## src/rtl/vend_coin_arbiter_pkg.sv

```systemverilog
// vend_pkg: shared coin/state types and balance constants for the coin arbiter.
// Balances are kept in 5-unit steps, so BAL10 = 2 and a vend completes at 3 units.
package vend_pkg;
   typedef enum logic {COIN5 = 1'b0, COIN10 = 1'b1} coin_t;
   typedef enum logic [1:0] {ACCEPT, HOLD, CHECK} arb_state_t;
   localparam logic [1:0] BAL0 = 2'd0;
   localparam logic [1:0] BAL5 = 2'd1;
   localparam logic [1:0] BAL10 = 2'd2;
   localparam int VEND_PRICE = 15;
   localparam logic [2:0] VEND_UNITS = 3'(VEND_PRICE / 5);
   localparam logic [2:0] CHANGE_UNITS = VEND_UNITS + 3'd1;
   function automatic logic [2:0] coin_units(coin_t c);
      return c == COIN10 ? 3'd2 : 3'd1;
   endfunction
endpackage

```

## src/rtl/vend_coin_arbiter_if.sv

```systemverilog
// vend_coin_arbiter_if: coin slots, FSM pulse/response and status signals.
// Statistics counters exist only when VEND_COIN_ARB_STATS_EN is defined.
interface vend_coin_arbiter_if;
   logic a_valid, a_coin, a_ready;
   logic b_valid, b_coin, b_ready;
   logic rs5, rs10, item1, rs5out, err;
`ifdef VEND_COIN_ARB_STATS_EN
   logic [15:0] vend_count, change_count;
   modport master(output a_valid, a_coin, b_valid, b_coin, item1, rs5out,
                  input a_ready, b_ready, rs5, rs10, err, vend_count, change_count);
   modport slave(input a_valid, a_coin, b_valid, b_coin, item1, rs5out,
                 output a_ready, b_ready, rs5, rs10, err, vend_count, change_count);
`else
   modport master(output a_valid, a_coin, b_valid, b_coin, item1, rs5out,
                  input a_ready, b_ready, rs5, rs10, err);
   modport slave(input a_valid, a_coin, b_valid, b_coin, item1, rs5out,
                 output a_ready, b_ready, rs5, rs10, err);
`endif
endinterface

```

## src/rtl/vend_coin_arbiter_fifo.sv

```systemverilog
// vend_coin_fifo: 1-bit coin FIFO; pointers carry an extra wrap bit for full/empty.
module vend_coin_fifo #(
   parameter int DEPTH = 4
) (
   input  logic clk,
   input  logic reset,
   input  logic push,
   input  logic pop,
   input  logic din,
   output logic dout,
   output logic full,
   output logic empty
);
   localparam int AW = $clog2(DEPTH);
   logic [DEPTH-1:0] mem;
   logic [AW:0] wp, rp;
   assign full = (wp ^ rp) == {1'b1, {AW{1'b0}}};
   assign empty = wp == rp;
   assign dout = mem[rp[AW-1:0]];
   always_ff @(posedge clk or posedge reset)
      if (reset) begin
         wp <= '0;
         rp <= '0;
      end else begin
         if (push && !full) wp <= wp + (AW+1)'(1);
         if (pop && !empty) rp <= rp + (AW+1)'(1);
      end
   always_ff @(posedge clk)
      if (push && !full) mem[wp[AW-1:0]] <= din;
endmodule

```

## src/rtl/vend_coin_arbiter.sv

```systemverilog
// vend_coin_arbiter: round-robin coin serialiser with FSM balance mirror and response check.
// Define VEND_COIN_ARB_STATS_EN to add vend_count/change_count.
module vend_coin_arbiter
   import vend_pkg::*;
#(
   parameter int DEPTH = 4
) (
   input logic clk,
   input logic reset,
   vend_coin_arbiter_if.slave bus
);
   arb_state_t state;
   logic ptr, exp_change, rs5, rs10, err;
   logic [1:0] bal;
   logic a_full, a_empty, a_dout, b_full, b_empty, b_dout;
   logic grant_a, grant_b, pop, done;
   coin_t coin;
   logic [2:0] sum;
   vend_coin_fifo #(.DEPTH(DEPTH)) u_fifo_a (
      .clk(clk), .reset(reset), .push(bus.a_valid), .pop(grant_a), .din(bus.a_coin),
      .dout(a_dout), .full(a_full), .empty(a_empty)
   );
   vend_coin_fifo #(.DEPTH(DEPTH)) u_fifo_b (
      .clk(clk), .reset(reset), .push(bus.b_valid), .pop(grant_b), .din(bus.b_coin),
      .dout(b_dout), .full(b_full), .empty(b_empty)
   );
   // ptr = 0 favours slot A on a tie; the winner always hands priority to the other slot
   always_comb begin
      grant_a = state != HOLD && !a_empty && (b_empty || !ptr);
      grant_b = state != HOLD && !b_empty && (a_empty || ptr);
      pop = grant_a || grant_b;
      coin = coin_t'(grant_a ? a_dout : b_dout);
      sum = {1'b0, bal} + coin_units(coin);
      done = pop && sum >= VEND_UNITS;
   end
   always_ff @(posedge clk or posedge reset)
      if (reset) begin
         state <= ACCEPT;
         ptr <= 1'b0;
         bal <= BAL0;
         exp_change <= 1'b0;
         rs5 <= 1'b0;
         rs10 <= 1'b0;
         err <= 1'b0;
      end else begin
         rs5 <= pop && coin == COIN5;
         rs10 <= pop && coin == COIN10;
         err <= err || (state == CHECK && (!bus.item1 || bus.rs5out != exp_change));
         if (pop) begin
            ptr <= grant_a;
            bal <= done ? BAL0 : sum[1:0];
         end
         if (done) exp_change <= sum == CHANGE_UNITS;
         state <= done ? HOLD : state == HOLD ? CHECK : ACCEPT;
      end
   assign bus.a_ready = !a_full;
   assign bus.b_ready = !b_full;
   assign bus.rs5 = rs5;
   assign bus.rs10 = rs10;
   assign bus.err = err;
`ifdef VEND_COIN_ARB_STATS_EN
   logic [15:0] vend_count, change_count;
   always_ff @(posedge clk or posedge reset)
      if (reset) begin
         vend_count <= '0;
         change_count <= '0;
      end else if (state == CHECK) begin
         vend_count <= vend_count + 16'd1;
         if (exp_change) change_count <= change_count + 16'd1;
      end
   assign bus.vend_count = vend_count;
   assign bus.change_count = change_count;
`endif
endmodule
```

## src/flat_wrapper.sv

```systemverilog
// flat-port wrapper written by rule: the top's interface ports become plain ports
module vend_coin_arbiter_flat import vend_pkg::*;
#(
   parameter int DEPTH = 4
)
  (clk, reset, bus_a_valid, bus_a_coin, bus_b_valid, bus_b_coin, bus_item1, bus_rs5out, bus_a_ready, bus_b_ready, bus_rs5, bus_rs10, bus_err);
  vend_coin_arbiter_if bus_i ();
  input logic clk;
  input logic reset;
  input wire logic [$bits(bus_i.a_valid)-1:0] bus_a_valid;
  input wire logic [$bits(bus_i.a_coin)-1:0] bus_a_coin;
  input wire logic [$bits(bus_i.b_valid)-1:0] bus_b_valid;
  input wire logic [$bits(bus_i.b_coin)-1:0] bus_b_coin;
  input wire logic [$bits(bus_i.item1)-1:0] bus_item1;
  input wire logic [$bits(bus_i.rs5out)-1:0] bus_rs5out;
  output wire logic [$bits(bus_i.a_ready)-1:0] bus_a_ready;
  output wire logic [$bits(bus_i.b_ready)-1:0] bus_b_ready;
  output wire logic [$bits(bus_i.rs5)-1:0] bus_rs5;
  output wire logic [$bits(bus_i.rs10)-1:0] bus_rs10;
  output wire logic [$bits(bus_i.err)-1:0] bus_err;
  assign bus_i.a_valid = bus_a_valid;
  assign bus_i.a_coin = bus_a_coin;
  assign bus_i.b_valid = bus_b_valid;
  assign bus_i.b_coin = bus_b_coin;
  assign bus_i.item1 = bus_item1;
  assign bus_i.rs5out = bus_rs5out;
  assign bus_a_ready = bus_i.a_ready;
  assign bus_b_ready = bus_i.b_ready;
  assign bus_rs5 = bus_i.rs5;
  assign bus_rs10 = bus_i.rs10;
  assign bus_err = bus_i.err;
  vend_coin_arbiter #(.DEPTH(DEPTH)) u_core (.clk(clk), .reset(reset), .bus(bus_i));
endmodule
```

## config.mk

```make
export PLATFORM = sky130hd
export DESIGN_NAME = vend_coin_arbiter_flat
export DESIGN_NICKNAME = d
export VERILOG_FILES = /design/src/rtl/vend_coin_arbiter_pkg.sv /design/src/rtl/vend_coin_arbiter_if.sv /design/src/rtl/vend_coin_arbiter_fifo.sv /design/src/rtl/vend_coin_arbiter.sv /design/src/flat_wrapper.sv
export SDC_FILE = /design/constraint.sdc
export NUM_CORES = 1
export LEC_CHECK = 0
export ABC_AREA = 1
export ABC_CLOCK_PERIOD_IN_PS = 2200
export CAP_MARGIN = 0
export CORE_MARGIN = 5
export CORE_UTILIZATION = 50
export CTS_CLUSTER_SIZE = 24
export DETAILED_ROUTE_END_ITERATION = 6
export PLACE_DENSITY = 0.75
export SLEW_MARGIN = 30
export SYNTH_ARGS = -nofsm -noshare
export SYNTH_HDL_FRONTEND = slang
export SYNTH_SLANG_ARGS = --single-unit
```

## constraint.sdc

```tcl
create_clock -name clk -period 2.2 [get_ports clk]
set_input_delay 0.22 -clock clk [delete_from_list [all_inputs] [get_ports clk]]
set_output_delay 0.22 -clock clk [all_outputs]
set_load 0.02 [all_outputs]
```

==> qor.txt <==
synthesized area -> 1614 sq um
Ports -> 13
drt initial violations -> 8
n_diodes -> 0
number of antenna violations at the first check in global routing -> 0
first-pass GRT wire length -> 5.119 mm
GPL Wtd Cong -> 0.8274
distinct cell type count after synthesis -> 24
Global Route Usage Sum -> 0.1586
Yosys reg bits -> 29
vias post-DR -> 1246
dpl cell area -> 1872 sq um
clock-pin slew on the worst setup and hold paths -> 90 ps
Worst Path Max Fanout -> 3
buffers added on ports -> 12
final instance area -> 2116 sq um
fillcell total -> 248
DR pass1 iterations -> 4
CTS sink cnt -> 29
synthesized area per cell -> 9.171 sq um
CP arrival -> 2410 ps
Critical Path RT -> 2470 ps
vias in the first global route -> 1207
largest net degree at the start of global routing -> 22
max incr delay on CP -> 490 ps
Post-Syn Instances -> 176
Synth warnings -> 0
Setup violations, final -> 0
syn_nets -> 196
fin util -> 0.6874
max-slew violations -> 0
RSZ-0062 raised after global routing -> yes
Wirelength per Cell -> 11.29 um
Slowest cell on crit path -> fa_1
Via density -> 4.702
grt total ovfl -> 0
Final min period -> 2139 ps
Worst Path Class, Setup -> reg -> reg
Total Nets Final -> 240
Worst-Skew Late Latency -> 330 ps
post-route ant nets -> 0
die height -> 66.82 um
synthesis-to-layout area growth -> 31.09%
Setup crit start kind -> flip-flop
Critical Path Most Common Cell -> nand2_4
Worst Clk Skew -> 8.207 ps
crit share post-route -> 0.9725
Post-Route WL -> 2.993 mm
clock tree root driver cell -> clkbuf_4
Fmax -> 467.4 MHz
drt drc -> 0
status -> finished clean
Cell Chain, Critical Path -> inv_1 -> nand2_2 -> nand2_2 -> nand3_2 -> nand2_4 -> nand2_4 -> buf_4 -> nand2_4 -> nand2_4 -> fa_1 -> a21oi_2 -> inv_1 -> nand2_1 -> nand2_1 -> nand2_1
CTS buffer count -> 5
highest-count cells in the layout ignoring fill and taps -> 30 x nand2_1, 25 x buf_4, 22 x inv_1, 19 x nor2_1, 19 x dfrtp_1
layout cells sized above 1 -> 0.3439
sequential element share of the synthesized area -> 0.4744
initial core utilization -> 0.5244
Die Span X -> 66.82 um
Core Area -> 3078 sq um
worst hold path type -> in -> async
commonest non-fill, non-tap cell in the layout -> nand2_1
CTS tree -> built
Max Cap Viol -> 0
clock buffer depth -> 2
die area -> 4464 sq um
htree depth -> 2
Rel. slew slack -> 0.8145
row count -> 20
hold_buf cts -> 0
final hold violations -> 0
Worst-Margin Slew -> 278.3 ps
crit end category -> flip-flop
Detail Placement HPWL -> 2.153 mm
[metal layers]
metal	track usage	wire (um)	part of all wire	vias up
met5	0	0	0	-
met4	0.05838	46	0.015	0
met3	0.07420	160	0.053	6
met2	0.2797	1608	0.54	17
met1	0.1618	1178	0.39	592
li1	-	-	-	631
[critical path, delay by kind of cell (launching register included)]
family | cells | cell delay (ps)
buf+inv | 3 | 290
flops | 1 | 410
compound gates | 1 | 180
fa+ha+maj | 1 | 490
simple gates | 10 | 690
[through the flow]
stage          std cells  worst slack (ps)  TNS [ps]  hold WS, ps
6_report             265             60.60         0        210.2
5_1_grt              265            -89.05    -151.0        214.5
4_1_cts              260            -12.36    -12.36        217.5
3_5_place_dp         243            -45.82    -70.61        430.7
3_3_place_gp         243             59.39         0        426.7
2_1_floorplan        176             1.935         0        196.5
[state kept, by name (all words and copies together), names as in the netlist, 2 cells and up]
register             count
u_core.u_fifo_a.wp       3
u_core.u_fifo_a.mem      4
u_core.u_fifo_a.rp       3
u_core.u_fifo_b.rp       3
u_core.u_fifo_b.mem      4
u_core.bal               2
u_core.state             2
u_core.u_fifo_b.wp       3
[worst paths after layout]
| check | startpoint | to | slack (ps) | cells past startpoint |
|---|---|---|---|---|
| max in group asynchronous | reset | u_core.u_fifo_a.rp[0]$_DFFE_PP0P_ | 1750 | 3 |
| worst max register to register | u_core.u_fifo_b.wp[1]$_DFFE_PP0P_ | u_core.exp_change$_DFFE_PP0P_ | 60 | 15 |
| worst max-delay path | u_core.u_fifo_b.wp[1]$_DFFE_PP0P_ | u_core.exp_change$_DFFE_PP0P_ | 60 | 15 |
| worst min register to register | u_core.state[1]$_DFF_PP0_ | u_core.state[1]$_DFF_PP0_ | 440 | 1 |
| min in group clk | u_core.state[1]$_DFF_PP0_ | u_core.state[1]$_DFF_PP0_ | 440 | 1 |
| worst min-delay path | reset | u_core.u_fifo_a.wp[0]$_DFFE_PP0P_ | 210 | 3 |
[repair_timing]
item	CTS	global route
cloned	0	0
resized for setup	8	15
pin swaps	8	9
endpoints found under the setup margin	2	4
setup buffers	9	5
[cell families (layout without fill, tap and decap cells)]
logic type / count (synthesis) / after routing / synth area share
compound gates: 15 / 15 / 0.04883
xor+xnor: 6 / 6 / 0.04187
fa+ha+maj: 12 / 12 / 0.09767
buf+inv: 32 / 77 / 0.07442
flops: 29 / 29 / 0.4744
simple gates: 82 / 82 / 0.2628
[layout make-up]
class / instances / area, sq um / area share
Sequential cell: 29 / 768.2 / 0.3631
Tap cell: 44 / 55.05 / 0.02602
Clock inverter: 2 / 33.78 / 0.01597
Timing Repair Buffer: 37 / 307.8 / 0.1455
Clock buffer: 6 / 41.29 / 0.01952
Inverter: 32 / 122.6 / 0.05795
Multi-Input combinational cell: 115 / 787.0 / 0.3720
[Yosys cell counts, drive strengths merged]
master,count,share of area
nand4,2,0.016
a31o,1,0.0054
xor2,3,0.021
inv,32,0.074
dfrtp,21,0.33
nor2,23,0.071
ha,11,0.085
o21ai,11,0.034
fa,1,0.012
nand3,8,0.031
a21oi,3,0.0093
nand2,49,0.14
xnor2,3,0.021
edfxtp,8,0.15
Power is not shown: default switching activity piles up to over one toggle a cycle in this logic, so the estimate is an artifact.
